==> src/rtl/serial_word_shifter_pkg.sv <==
// rtl/serial_word_shifter_pkg.sv - shared state encodings and constants for the serial shifter and detector
package serial_word_shifter_pkg;

    // Serialiser control states
    typedef enum logic {
        IDLE  = 1'b0,
        SHIFT = 1'b1
    } sws_state_e;

    localparam int SWS_DEFAULT_WIDTH = 8;

    // Downstream pattern detector states and the pattern it looks for
    typedef enum logic [1:0] {
        DET_S0  = 2'd0,
        DET_S1  = 2'd1,
        DET_S10 = 2'd2
    } det_state_e;

    localparam logic [2:0] DET_PATTERN = 3'b101;

endpackage

==> src/rtl/serial_word_shifter_shift_bit_counter.sv <==
// rtl/serial_word_shifter_shift_bit_counter.sv - loadable shift register with bit counter and last-bit flag
module shift_bit_counter #(
    parameter int WIDTH     = 8,
    parameter bit MSB_FIRST = 1'b1
) (
    input  logic             clk,
    input  logic             rst_n,
    input  logic             load,
    input  logic [WIDTH-1:0] load_word,
    input  logic             shift_en,
    output logic             ser_bit,
    output logic             last_bit
);

    localparam int CW = $clog2(WIDTH);
    localparam logic [CW-1:0] LAST_CNT = CW'(WIDTH - 1);

    logic [WIDTH-1:0] shreg_q, shreg_d;
    logic [CW-1:0]    bit_cnt_q, bit_cnt_d;

    // Load restarts the count; a shift moves the next bit to the output end
    always_comb begin
        shreg_d   = shreg_q;
        bit_cnt_d = bit_cnt_q;
        if (load) begin
            shreg_d   = load_word;
            bit_cnt_d = '0;
        end else if (shift_en) begin
            if (MSB_FIRST) begin
                shreg_d = {shreg_q[WIDTH-2:0], 1'b0};
            end else begin
                shreg_d = {1'b0, shreg_q[WIDTH-1:1]};
            end
            bit_cnt_d = bit_cnt_q + 1'b1;
        end
    end

    // State registers
    always_ff @(posedge clk or negedge rst_n) begin
        if (!rst_n) begin
            shreg_q   <= '0;
            bit_cnt_q <= '0;
        end else begin
            shreg_q   <= shreg_d;
            bit_cnt_q <= bit_cnt_d;
        end
    end

    assign ser_bit  = MSB_FIRST ? shreg_q[WIDTH-1] : shreg_q[0];
    assign last_bit = (bit_cnt_q == LAST_CNT);

endmodule

==> src/rtl/serial_word_shifter.sv <==
// rtl/serial_word_shifter.sv - parallel-to-serial word shifter with one-word holding register
module serial_word_shifter
    import serial_word_shifter_pkg::*;
#(
    parameter int WIDTH     = SWS_DEFAULT_WIDTH,
    parameter bit MSB_FIRST = 1'b1
) (
    input  logic             clk,
    input  logic             rst_n,
    input  logic [WIDTH-1:0] din,
    input  logic             din_valid,
    output logic             din_ready,
    output logic             ser_out,
    output logic             bit_valid,
    output logic             word_last,
    output logic             busy
);

    sws_state_e       state_q, state_d;
    logic [WIDTH-1:0] hold_q, hold_d;
    logic             hold_full_q, hold_full_d;
    logic             xfer;
    logic             load;
    logic [WIDTH-1:0] load_word;
    logic             shift_en;
    logic             ser_bit;
    logic             last_bit;

    assign xfer = din_valid && !hold_full_q;

    // Control: choose between loading a new word, shifting, parking a word in hold, or idling
    always_comb begin
        state_d     = state_q;
        hold_d      = hold_q;
        hold_full_d = hold_full_q;
        load        = 1'b0;
        load_word   = din;
        shift_en    = 1'b0;
        case (state_q)
            IDLE: begin
                if (xfer) begin
                    load    = 1'b1;
                    state_d = SHIFT;
                end
            end
            SHIFT: begin
                if (last_bit) begin
                    if (hold_full_q) begin
                        load        = 1'b1;
                        load_word   = hold_q;
                        hold_full_d = 1'b0;
                    end else if (xfer) begin
                        load = 1'b1;
                    end else begin
                        state_d = IDLE;
                    end
                end else begin
                    shift_en = 1'b1;
                    if (xfer) begin
                        hold_d      = din;
                        hold_full_d = 1'b1;
                    end
                end
            end
            default: state_d = IDLE;
        endcase
    end

    // Control state and holding register
    always_ff @(posedge clk or negedge rst_n) begin
        if (!rst_n) begin
            state_q     <= IDLE;
            hold_q      <= '0;
            hold_full_q <= 1'b0;
        end else begin
            state_q     <= state_d;
            hold_q      <= hold_d;
            hold_full_q <= hold_full_d;
        end
    end

    shift_bit_counter #(
        .WIDTH     (WIDTH),
        .MSB_FIRST (MSB_FIRST)
    ) u_shift_bit_counter (
        .clk       (clk),
        .rst_n     (rst_n),
        .load      (load),
        .load_word (load_word),
        .shift_en  (shift_en),
        .ser_bit   (ser_bit),
        .last_bit  (last_bit)
    );

    // Outputs decode registered state only; IDLE forces the serial line low
    assign din_ready = !hold_full_q;
    assign bit_valid = (state_q == SHIFT);
    assign ser_out   = bit_valid && ser_bit;
    assign word_last = bit_valid && last_bit;
    assign busy      = bit_valid || hold_full_q;

endmodule

==> config.mk <==
export PLATFORM = sky130hd
export DESIGN_NAME = serial_word_shifter
export DESIGN_NICKNAME = d
export VERILOG_FILES = /design/src/rtl/serial_word_shifter_pkg.sv /design/src/rtl/serial_word_shifter_shift_bit_counter.sv /design/src/rtl/serial_word_shifter.sv
export SDC_FILE = /design/constraint.sdc
export NUM_CORES = 1
export LEC_CHECK = 0
export ABC_CLOCK_PERIOD_IN_PS = 3800
export BUFFER_PORTS_ARGS = -buffer_cell sky130_fd_sc_hd__clkbuf_2
export CELL_PAD_IN_SITES_DETAIL_PLACEMENT = 2
export CELL_PAD_IN_SITES_GLOBAL_PLACEMENT = 2
export CORE_MARGIN = 4
export CORE_UTILIZATION = 38
export DETAILED_ROUTE_END_ITERATION = 10
export PLACE_DENSITY_LB_ADDON = 0.1
export SLEW_MARGIN = 20
export SYNTH_ARGS = -nofsm -noshare
export SYNTH_HDL_FRONTEND = slang
export SYNTH_SLANG_ARGS = --single-unit
==> constraint.sdc <==
create_clock -name clk -period 3.8 [get_ports clk]
set_input_delay 0.38 -clock clk [delete_from_list [all_inputs] [get_ports clk]]
set_output_delay 0.38 -clock clk [all_outputs]
set_load 0.02 [all_outputs]
Word level (Yosys, flattened, before mapping) --
Index checks and enable logic that the tools add are counted. Widths: inputs -> output; s select.
Word-level totals: register bits after elaboration 21, bits in latches 0, bits in writable memories 0, bits in read-only memories 0, input bits 11, word-level logic and storage cells 35, memories kept 0
Operators by class: add/sub/neg operators 1, multipliers 0, div/mod/pow operators 0, magnitude comparators 0, equal/unequal tests 1, shifts and indexed selects 0, multiplexer cells 17, bitwise logic cells 2, reduce and logical (&&, ||, !) cells 9
Operator list (count):
- $mux 8 | 5
- $mux 1 | 8
- $mux 3 | 2
- $pmux 1 s2 | 2
- $reduce_bool 2->1 | 2
- $add 3x1->3 const B | 1
- $eq 3x3->1 const B | 1
- $logic_and 1x1->1 | 3
- $reduce_and 3->1 | 1
- $not 1->1 | 2
- $reduce_and 2->1 | 1
- $logic_not 1->1 | 1
- $logic_or 1x1->1 | 1

Longest topological paths before layout --
depth in word-level cells 7, mapped depth 7, depth with buffers taken out 6

By module --
A second synthesis with hierarchy kept.
Unflattened totals: cells, all modules 89, area, all modules 1088.5 µm²
Modules (own cells, without submodules):
- serial_word_shifter | instances 1, cells each 43, area an instance 578.1 µm², seq. area each 250.2 µm²
- shift_bit_counter | instances 1, cells each 46, area an instance 510.5 µm², seq. area each 275.3 µm²

Worst setup path before layout --
Ideal clock, no wire load.
path kind reg-to-reg, start register u_shift_bit_counter.bit_cnt_q[0], end register hold_q[0], library setup time 0.128 ns, arrival 1.747 ns, path slack 1.925 ns, cell stages (with the launch flop) 7, period minus slack after synthesis 1.875 ns, path through dfrtp_1 ha_1 ha_1 nand2b_1 clkbuf_1 nor2_2 mux2_1
Between the ends: longest elaborated chain between the ends 3
Ends and longest elaborated chain:
- from (decl) | RTL line serial_word_shifter_shift_bit_counter.sv:19 | logic [CW-1:0] bit_cnt_q, bit_cnt_d;
- from (signal assigned) | RTL line serial_word_shifter_shift_bit_counter.sv:45 | bit_cnt_q <= bit_cnt_d;
- $eq 3x3->1 | RTL line serial_word_shifter_shift_bit_counter.sv:50 | assign last_bit = (bit_cnt_q == LAST_CNT);
- $not 1->1 (no line)
- $reduce_and 3->1 (no line)
- to (signal assigned) | RTL line serial_word_shifter.sv:77 | hold_q <= hold_d;
- to (decl) | RTL line serial_word_shifter.sv:20 | logic [WIDTH-1:0] hold_q, hold_d;
Every way passes these cells. A chain may end at the register's enable or synchronous reset.

Final worst setup path --
start register u_shift_bit_counter.bit_cnt_q[0], end register hold_q[5]
The elaborated chain is that of the path after synthesis.

==> metrics.yaml <==
outcome:
  status: "finished, final reports clean"
timing:
  setup_violations: 0
  period_minus_slack_ps: 2122
  worst_clock_skew_ps: 7.971
  fin_setup_tns_ps: 0
  finalCritPeriodShare_pct: 55.84
  clock.fmax_mhz: 471.3
  rsz0062_at_grt: "no"
  max_slew.worst_pin.slew_ps: 743.7
  relSlewSlack_pct: 50.33
  report.final.slew_viol_count: 0
  hold_viol: 0
worst_setup_path:
  worstPathMaxFanout: 8
  path_class: "reg2reg"
  cp-start-kind: "flip-flop"
  rr_worst_depth: 5
  critPathArrivalTime_ps: 2320
  cp-end-kind: "flip-flop"
  cp.required_ps: 4000
cells_and_area:
  drive_gt1_share_pct: 20.00
  area_growth_pct: 12.35
  nNetsFinal: 120
  final_util_pct: 45.59
  antenna_cells: 0
logic_synthesis:
  syn-num-nets: 103
  synth_area_sq_um: 1023
  ys_types: 24
  ys_ff_latch: 21
  syn_avg_cell_area_sq_um: 11.50
  synth.yosys.warnings: 0
  syn_inst: 89
  ys_seq_area_share_pct: 51.34
floorplanning:
  core.rowCount: 18
  boundaryPins: 16
  start_util_pct: 40.58
  core_sq_um: 2522
  dieArea_sq_um: 3587
  die_y_microns: 59.90
  die_w_microns: 59.90
global_route:
  gr-total-overflow: 0
  grtUsageTotal_pct: 15.03
  grt_antenna_before_repair: 0
  grt_pass1_wl_microns: 4029
  first_global_vias: 824
  grt_max_degree: 22
placed_design:
  dpl.hpwl_microns: 1670
  io_buffers: 15
  place_congestion: 0.7141
clock_tree:
  cts_buffers: 3
  post_cts_buffers: 0
  clock-root-buffer: "clkbuf_4"
  cts.reportedPaths.clkPinSlew_ps: 130
  cts_resized: 0
  htree_levels: 1
  clock_latency_ps: 310
  clock_path_buffers: 2
  cts_sinks: 21
  hold_buffers: 0
  cts_tree: "yes"
route:
  drt_wl_total_microns: 2340
  first_pass_iters: 6
  antenna_left: 0
  dr.first_iter.drc_count: 44
  num_vias: 765
  remaining_drc_errors: 0
  vias_per_cell: 5.667
  wire_per_inst_microns: 17.33
job:
  cap_violations: 0
power_and_ir_drop:
  vdd_ir_drop_max_uv: 327.9
  power_density_nw_per_um2: 718.1
  p_leak_nw: 0.5653
worst_hold_path:
  min_path_type: "in2async"
==> synthesized netlist by cell type <==
cell      instances  share of area, %
mux2i_1          10               9.8
a21oi_1           1              0.49
or2_2             1              0.61
nor3_1            1              0.49
inv_1             9               3.3
clkbuf_1          2              0.73
and2_1            2               1.2
o21ai_1           1              0.49
or3_1             1              0.61
and3_1            1              0.61
o21ai_0           2              0.98
xor2_1            1              0.86
buf_2             1              0.49
nor2_2            1              0.61
nand2_1           4               1.5
dfrtp_1          21                51
nand2b_1          3               1.8
ha_1              3               3.7
nand3_1           1              0.49
nor2_1            5               1.8
a222oi_1          7               6.8
nor2b_1           2               1.2
a211oi_2          1               1.2
mux2_1            8               8.8
==> power by group <==
group / switching [mW] / leakage [nW] / internal [mW]
Sequential: 0.0610 / 0.261 / 0.313
Clock: 0.0722 / 0.0150 / 0.0410
Combinational: 0.188 / 0.289 / 0.150
Total: 0.322 / 0.565 / 0.504
==> state kept, by name (all words and copies together), names as in the netlist <==
register and cells:
hold_q 8, u_shift_bit_counter.shreg_q 8, hold_full_q 1, bit_valid 1, u_shift_bit_counter.bit_cnt_q 3
==> metal layers <==
layer  vias up  track usage, %  part of all wire (%)
met1       395           20.94                    46
met4         0           4.747                  0.94
met2        16           23.61                    49
met5         -               0                     0
li1        350               -                     -
met3         4           2.592                   4.5
==> worst max-delay path, cell delays in order, from the launching register on <==
cell	delay (ps)
dfrtp_1	410
ha_1	230
ha_1	250
nand2b_1	300
nor2_2	440
mux2_1	370
==> final cells by class <==
class | instances | area [sq um]
repair buffers | 15 | 75.07
multi-input cells | 56 | 451.7
flip-flops and latches | 21 | 525.5
inverters | 9 | 33.78
well taps | 30 | 37.54
fillers | 267 | 1373
clock buffers | 4 | 26.28
==> cell usage in the layout, fill, tap and decap left out, types with 3 or more instances in the layout <==
master	netlist	final
clkbuf_4	0	3
nor2_1	5	5
mux2i_1	10	10
inv_1	9	9
ha_1	3	3
mux2_1	8	8
clkbuf_2	0	15
nand2_1	4	4
nand2b_1	3	3
dfrtp_1	21	21
a222oi_1	7	7
==> final timing paths <==
path                                                   from  slack, ps                          endpoint
setup / recovery           u_shift_bit_counter.bit_cnt_q[0]       1680                         hold_q[5]
hold / removal                                        rst_n         20  u_shift_bit_counter.bit_cnt_q[2]
setup reg to reg           u_shift_bit_counter.bit_cnt_q[0]       1680                         hold_q[5]
hold reg to reg                                   hold_q[2]        510                         hold_q[2]
max in group asynchronous                             rst_n       3420                         hold_q[3]
min in group clk                                     din[7]        290                         hold_q[7]
==> cells by family (layout without fill, tap and decap cells) <==
| logic type | count (synthesis) | in the layout | share of synthesized area (%) |
|---|---|---|---|
| and+or+nand+nor | 22 | 22 | 11.00 |
| DFF | 21 | 21 | 51.34 |
| muxes | 18 | 18 | 18.58 |
| AOI/OAI and AO/OA | 12 | 12 | 10.02 |
| buffers and inverters | 12 | 28 | 4.523 |
| adders and majority gates | 3 | 3 | 3.668 |
| xor gates and xnor gates | 1 | 1 | 0.8559 |
==> per-stage QoR <==
stage	cell area (sq um)	power, mW	std cells	setup slack, ps	hold WS (ps)
after global placement	1124	0.6994	131	1725	391.0
after global routing	1150	0.9060	135	1487	41.99
after detailed placement	1124	0.7237	131	1641	385.5
final	1150	0.8257	135	1678	18.29
after floorplan	1023	0.6244	89	1925	84.41
after CTS	1150	0.8416	135	1622	25.56
(Power assumes the default switching activity.)
